<file path="src/rtl/alu_result_writeback_if.sv">
// Register-file write port between the ALU write-back stage and the register file.
//   wr_valid : write request (master -> slave)
//   wr_addr  : write address (master -> slave)
//   wr_data  : write data    (master -> slave)
//   wr_ready : register file accepts the write this cycle (slave -> master)
// The address and data must not change while a request is waiting for wr_ready.
interface alu_result_writeback_if #(
    parameter int DATA_W = 32,
    parameter int ADDR_W = 5
);
    logic              wr_valid;
    logic [ADDR_W-1:0] wr_addr;
    logic [DATA_W-1:0] wr_data;
    logic              wr_ready;

    modport master (
        output wr_valid,
        output wr_addr,
        output wr_data,
        input  wr_ready
    );

    modport slave (
        input  wr_valid,
        input  wr_addr,
        input  wr_data,
        output wr_ready
    );
endinterface

</file>
<file path="src/rtl/alu_result_writeback.sv">
// ALU result write-back stage.
// Captures the 64-bit ALU result into the Z register pair and derives the
// zero/negative flags. It then writes the result back to the register file
// through one valid/ready port. MUL/DIV results take two writes: first LO,
// then HI. Every other op takes one write to its destination register.
// Ports:
//   clk, clr           : clock, synchronous active-high reset
//   Chigh, Clow        : ALU result halves
//   Zin                : capture strobe
//   is_wide, wb_en     : op class and write-back enable, both sampled at capture
//   dest               : destination register for non-wide ops, sampled at capture
//   ZHighout, ZLowout  : readout select for bus_out (ZLowout wins)
//   bus_out            : combinational Z readout
//   wr                 : register-file write port (master side)
//   busy               : a write-back is in progress
//   flag_zero/flag_neg : flags of the last captured result
//   overrun            : sticky; set when Zin arrives while busy
//
// state  | meaning
// IDLE   | waiting for Zin
// WR_ONE | writing Zlow to the latched dest
// WR_LO  | writing Zlow to LO
// WR_HI  | writing Zhigh to HI
module alu_result_writeback #(
    parameter int DATA_W  = 32,
    parameter int ADDR_W  = 5,
    parameter int LO_ADDR = 17,
    parameter int HI_ADDR = 16
) (
    input  logic                  clk,
    input  logic                  clr,
    input  logic [DATA_W-1:0]     Chigh,
    input  logic [DATA_W-1:0]     Clow,
    input  logic                  Zin,
    input  logic                  is_wide,
    input  logic                  wb_en,
    input  logic [ADDR_W-1:0]     dest,
    input  logic                  ZHighout,
    input  logic                  ZLowout,
    output logic [DATA_W-1:0]     bus_out,
    alu_result_writeback_if.master wr,
    output logic                  busy,
    output logic                  flag_zero,
    output logic                  flag_neg,
    output logic                  overrun
);

    typedef enum logic [1:0] {IDLE, WR_ONE, WR_LO, WR_HI} state_t;

    state_t            state_q, state_d;
    logic [DATA_W-1:0] zhigh_q, zhigh_d;
    logic [DATA_W-1:0] zlow_q, zlow_d;
    logic              flag_zero_q, flag_zero_d;
    logic              flag_neg_q, flag_neg_d;
    logic              overrun_q, overrun_d;
    logic              wr_valid_q, wr_valid_d;
    logic [ADDR_W-1:0] wr_addr_q, wr_addr_d;
    logic [DATA_W-1:0] wr_data_q, wr_data_d;

    logic accept;
    logic cap_zero;
    logic cap_neg;

    assign accept   = wr_valid_q & wr.wr_ready;
    // Wide ops judge the full 64-bit result; all others judge only the low half.
    assign cap_zero = is_wide ? ({Chigh, Clow} == '0) : (Clow == '0);
    assign cap_neg  = is_wide ? Chigh[DATA_W-1] : Clow[DATA_W-1];

    always_comb begin
        state_d     = state_q;
        zhigh_d     = zhigh_q;
        zlow_d      = zlow_q;
        flag_zero_d = flag_zero_q;
        flag_neg_d  = flag_neg_q;
        overrun_d   = overrun_q;
        wr_valid_d  = wr_valid_q;
        wr_addr_d   = wr_addr_q;
        wr_data_d   = wr_data_q;

        // Any Zin outside IDLE is dropped. This includes the cycle of the final accept.
        if (Zin && state_q != IDLE) begin
            overrun_d = 1'b1;
        end

        unique case (state_q)
            IDLE: begin
                if (Zin) begin
                    zhigh_d     = Chigh;
                    zlow_d      = Clow;
                    flag_zero_d = cap_zero;
                    flag_neg_d  = cap_neg;
                    if (wb_en) begin
                        wr_valid_d = 1'b1;
                        wr_data_d  = Clow;
                        if (is_wide) begin
                            state_d   = WR_LO;
                            wr_addr_d = ADDR_W'(LO_ADDR);
                        end else begin
                            state_d   = WR_ONE;
                            wr_addr_d = dest;
                        end
                    end
                end
            end
            WR_ONE: begin
                if (accept) begin
                    state_d    = IDLE;
                    wr_valid_d = 1'b0;
                end
            end
            WR_LO: begin
                if (accept) begin
                    state_d   = WR_HI;
                    wr_addr_d = ADDR_W'(HI_ADDR);
                    wr_data_d = zhigh_q;
                end
            end
            WR_HI: begin
                if (accept) begin
                    state_d    = IDLE;
                    wr_valid_d = 1'b0;
                end
            end
            default: begin
                state_d    = IDLE;
                wr_valid_d = 1'b0;
            end
        endcase
    end

    always_ff @(posedge clk) begin
        if (clr) begin
            state_q     <= IDLE;
            zhigh_q     <= '0;
            zlow_q      <= '0;
            flag_zero_q <= 1'b0;
            flag_neg_q  <= 1'b0;
            overrun_q   <= 1'b0;
            wr_valid_q  <= 1'b0;
            wr_addr_q   <= '0;
            wr_data_q   <= '0;
        end else begin
            state_q     <= state_d;
            zhigh_q     <= zhigh_d;
            zlow_q      <= zlow_d;
            flag_zero_q <= flag_zero_d;
            flag_neg_q  <= flag_neg_d;
            overrun_q   <= overrun_d;
            wr_valid_q  <= wr_valid_d;
            wr_addr_q   <= wr_addr_d;
            wr_data_q   <= wr_data_d;
        end
    end

    assign bus_out     = ZLowout ? zlow_q : (ZHighout ? zhigh_q : '0);
    assign wr.wr_valid = wr_valid_q;
    assign wr.wr_addr  = wr_addr_q;
    assign wr.wr_data  = wr_data_q;
    assign busy        = (state_q != IDLE);
    assign flag_zero   = flag_zero_q;
    assign flag_neg    = flag_neg_q;
    assign overrun     = overrun_q;

endmodule
</file>
<file path="src/flat_wrapper.sv">
// flat-port wrapper written by rule: the top's interface ports become plain ports
module alu_result_writeback_flat 
#(
    parameter int DATA_W  = 32,
    parameter int ADDR_W  = 5,
    parameter int LO_ADDR = 17,
    parameter int HI_ADDR = 16
)
  (clk, clr, Chigh, Clow, Zin, is_wide, wb_en, dest, ZHighout, ZLowout, bus_out, busy, flag_zero, flag_neg, overrun, wr_wr_valid, wr_wr_addr, wr_wr_data, wr_wr_ready);
  alu_result_writeback_if #(.DATA_W(DATA_W), .ADDR_W(ADDR_W)) wr_i ();
  input  logic clk;
  input  logic clr;
  input  logic [DATA_W-1:0] Chigh;
  input  logic [DATA_W-1:0] Clow;
  input  logic Zin;
  input  logic is_wide;
  input  logic wb_en;
  input  logic [ADDR_W-1:0] dest;
  input  logic ZHighout;
  input  logic ZLowout;
  output logic [DATA_W-1:0] bus_out;
  output logic busy;
  output logic flag_zero;
  output logic flag_neg;
  output logic overrun;
  output wire logic [$bits(wr_i.wr_valid)-1:0] wr_wr_valid;
  output wire logic [$bits(wr_i.wr_addr)-1:0] wr_wr_addr;
  output wire logic [$bits(wr_i.wr_data)-1:0] wr_wr_data;
  input wire logic [$bits(wr_i.wr_ready)-1:0] wr_wr_ready;
  assign wr_wr_valid = wr_i.wr_valid;
  assign wr_wr_addr = wr_i.wr_addr;
  assign wr_wr_data = wr_i.wr_data;
  assign wr_i.wr_ready = wr_wr_ready;
  alu_result_writeback #(.DATA_W(DATA_W), .ADDR_W(ADDR_W), .LO_ADDR(LO_ADDR), .HI_ADDR(HI_ADDR)) u_core (.clk(clk), .clr(clr), .Chigh(Chigh), .Clow(Clow), .Zin(Zin), .is_wide(is_wide), .wb_en(wb_en), .dest(dest), .ZHighout(ZHighout), .ZLowout(ZLowout), .bus_out(bus_out), .wr(wr_i), .busy(busy), .flag_zero(flag_zero), .flag_neg(flag_neg), .overrun(overrun));
endmodule
</file>
<file path="config.mk">
export PLATFORM = sky130hd
export DESIGN_NAME = alu_result_writeback_flat
export DESIGN_NICKNAME = d
export VERILOG_FILES = /design/src/rtl/alu_result_writeback_if.sv /design/src/rtl/alu_result_writeback.sv /design/src/flat_wrapper.sv
export SDC_FILE = /design/constraint.sdc
export NUM_CORES = 1
export LEC_CHECK = 0
export CORE_MARGIN = 2
export CORE_UTILIZATION = 35
export CTS_CLUSTER_SIZE = 28
export DETAILED_ROUTE_END_ITERATION = 8
export PLACE_DENSITY = 0.62
export SYNTH_ARGS = -nofsm -noshare
export SYNTH_HDL_FRONTEND = slang
export SYNTH_SLANG_ARGS = --single-unit
export TNS_END_PERCENT = 1
</file>
<file path="constraint.sdc">
create_clock -name clk -period 2.6 [get_ports clk]
set_clock_uncertainty 0.2 [all_clocks]
set_input_delay 0.78 -clock clk [delete_from_list [all_inputs] [get_ports clk]]
set_output_delay 0.78 -clock clk [all_outputs]
set_load 0.02 [all_outputs]
</file>
==> impl_metrics.ini <==
[outcome]
status = finished, final reports clean

[critical_path]
cp_slowest_stage_delay_ns = 0.25
rrSetupSlack_ns = 0.89
crit_required_ns = 1.62
worstPathArrival_ns = 1.61
critPathKind = in2out
cp_slowest_cell = bufbuf_16
path_max_fanout = 8
cp-end-kind = output pin
path_cells = buf_4 -> bufbuf_16 -> buf_12 -> nand2_1 -> o21ai_2 -> buf_6
critPathLaunchType = input pin

[logic_synthesis]
synth-seq-cells = 107
yosys.area.top_type_share_pct = 46.3
synth_cell_type_count = 27
synth_area_leaders = dfxtp_1, nand2_1, a21oi_1
yosysMostFrequentCell = nand2_1
synthCells = 605
syn_nets = 682
synth_common_cells = nand2_1, dfxtp_1, a21oi_1
seq_area_frac_synth_pct = 46.3
synth_top_area_cell = dfxtp_1
postSynthAreaPerCell_um2 = 7.64
synth-main-ff-cell = dfxtp_1
yosysWarnings = 0
async_flop_share_pct = 0
mappedNetlistArea_mm2 = 0.00462
synth-edff-count = 0

[power_and_ir_drop]
power.density_mw_per_mm2 = 596
p_comb_share_pct = 21.4
seqPwrFrac_pct = 45.3
p_leak_uw = 0.00248
switchingPower_uw = 1110
clock_power_share_pct = 33.3
ir_drop_mv = 0.357
p_total_uw = 4040
internal_power_uw = 2930
switching_share_pct = 27.4

[final_layout]
utilization_pct = 53.0
multiInputGateArea_mm2 = 0.00229
drive_gt1_share_pct = 11.5
fin_nets = 824
regArea_mm2 = 0.00214
fillers = 1222
postLayoutCellArea_mm2 = 0.00677
syn_to_final_growth_pct = 46.5

[cts]
clockBufferDepth = 2
cts_buffers = 9
clock_latency_ns = 0.35
path_clk_slew_ns = 0.06
root_buffer = clkbuf_16
holdBufCountCts = 0
cts_num_sinks = 107
htree_levels = 3
tritoncts = yes

[placed_design]
postPlaceCellArea_mm2 = 0.00647
io_buffers = 150
dp_hpwl_um = 10500
pre_cts_slack_ns = -0.849
gp_congestion = 0.806

[global_routing]
grt_pass1_wl_um = 23600
antenna_found_initial = 1
grt_max_degree = 49
grt_pass1_vias = 4666
grt-ovfl-total = 0
grt_usage_pct = 20.8

[timing]
worst_slew_pin_slew_ns = 0.520
slew_headroom_pct = 65.3
setup_ws_ns = 0.00746
fmax_mhz = 386
rsz0062_at_grt = yes
hold_viol = 0
period_needed_ns = 2.59
finalSetupViolations = 0
maxSlewViolCount = 0
finalSetupTns_ns = 0
min_period_over_period_pct = 99.7

[floorplanning]
fp.dieH_um = 119
dieArea_mm2 = 0.0141
rows = 41
io_pins = 151
die_w_um = 119
initial_utilization_pct = 36.2
coreArea_mm2 = 0.0128

[detailed_routing]
routed_wl_um = 14700
wl_per_cell_um = 15.9
dr.pass1.iters = 7
vias_per_cell = 5.12
drc_errors = 0
drtAntennaViolNets = 0
drtIter0Drc = 281
vias = 4724

[job]
cap_violations = 0

[hold_path]
hold_class = reg2reg
sequential cells by signal, indices dropped and copies added (netlist names):
| name | cells |
|---|---|
| u_core.state_q | 2 |
| u_core.flag_zero | 1 |
| u_core.zhigh_q | 32 |
| u_core.zlow_q | 32 |
| u_core.wr.wr_valid | 1 |
| u_core.wr.wr_data | 32 |
| u_core.wr.wr_addr | 5 |
| u_core.overrun | 1 |
| u_core.flag_neg | 1 |
per-layer routing:
| layer | wire (um) | vias up | global-route usage, % |
|---|---|---|---|
| li1 | - | 2345 | - |
| met4 | 278 | 0 | 7.81 |
| met2 | 7280 | 165 | 34.7 |
| met1 | 6230 | 2195 | 26.8 |
| met5 | 0 | - | 0 |
| met3 | 869 | 19 | 3.88 |
what timing repair did:
item / in CTS / in global routing
endpoints found under the hold margin: 0 / 0
setup endpoints to repair: 32 / 23
buffers inserted: 0 / 0
gates resized for setup: 180 / 36
gates cloned: 2 / 0
final timing paths:
path / startpoint / end / depth (start not counted)
max: ZHighout / bus_out[16] / 6
min: u_core.wr.wr_addr[0]$_SDFFE_PP0P_ / u_core.wr.wr_addr[0]$_SDFFE_PP0P_ / 2
max reg2reg: u_core.state_q[1]$_SDFFE_PP0P_ / u_core.wr.wr_data[17]$_SDFFE_PP0P_ / 5
min reg2reg: u_core.wr.wr_addr[0]$_SDFFE_PP0P_ / u_core.wr.wr_addr[0]$_SDFFE_PP0P_ / 2
placed cells by master, fill, tap and decap left out, types with 2 or more instances in the layout:
cell / instances
a211oi_1: 33
a21oi_1: 71
buf_12: 11
buf_2: 9
buf_4: 34
buf_6: 5
bufbuf_16: 2
clkbuf_1: 2
clkbuf_16: 9
clkdlybuf4s15_2: 2
clkdlybuf4s50_1: 115
dfxtp_1: 106
inv_1: 2
mux2i_1: 33
nand2_1: 197
nand3_1: 4
nand4_1: 4
nor2_1: 40
nor3_1: 5
nor4_1: 16
o21ai_0: 11
o21ai_1: 17
o21ai_2: 6
kinds of logic (layout without fill, tap and decap cells):
| logic type | Yosys count | count (layout) | synth area share (%) |
|---|---|---|---|
| and+or+nand+nor | 274 | 274 | 24.2 |
| DFF | 107 | 107 | 46.3 |
| buffers and inverters | 50 | 195 | 5.04 |
| muxes | 33 | 33 | 7.15 |
| other | 0 | 1 | 0 |
| AOI/OAI and AO/OA | 141 | 141 | 17.3 |
worst max-delay path: cells and delay by family:
family          cells  cell delay, ns
simple gates        1            0.07
buf+inv             4            0.62
compound gates      1            0.13
per-stage QoR:
stage | hold slack (ns) | instances
2_1_floorplan | 0.237 | 605
3_3_place_gp | 0.239 | 906
3_5_place_dp | 0.247 | 906
4_1_cts | 0.257 | 922
5_1_grt | 0.276 | 923
6_report | 0.254 | 923
power groups by stage:
stage	clock network, uW	logic, uW	registers [uW]
4_1_cts	1370	853	1830
3_3_place_gp	0	848	1860
3_5_place_dp	0	858	1860
5_1_grt	1440	936	1840
2_1_floorplan	0	367	1900
6_report	1350	863	1830
area by class of cell:
cell class                 instances  share of cell area (%)
sequential                       107                    31.7
inverter                           2                   0.111
timing repair buffer             179                    27.0
tap                              172                    3.18
clock inverter                     2                   0.554
clock buffer                      12                    3.64
multi-input combinational        448                    33.9
antenna                            1                  0.0370
(Power assumes the default switching activity.)
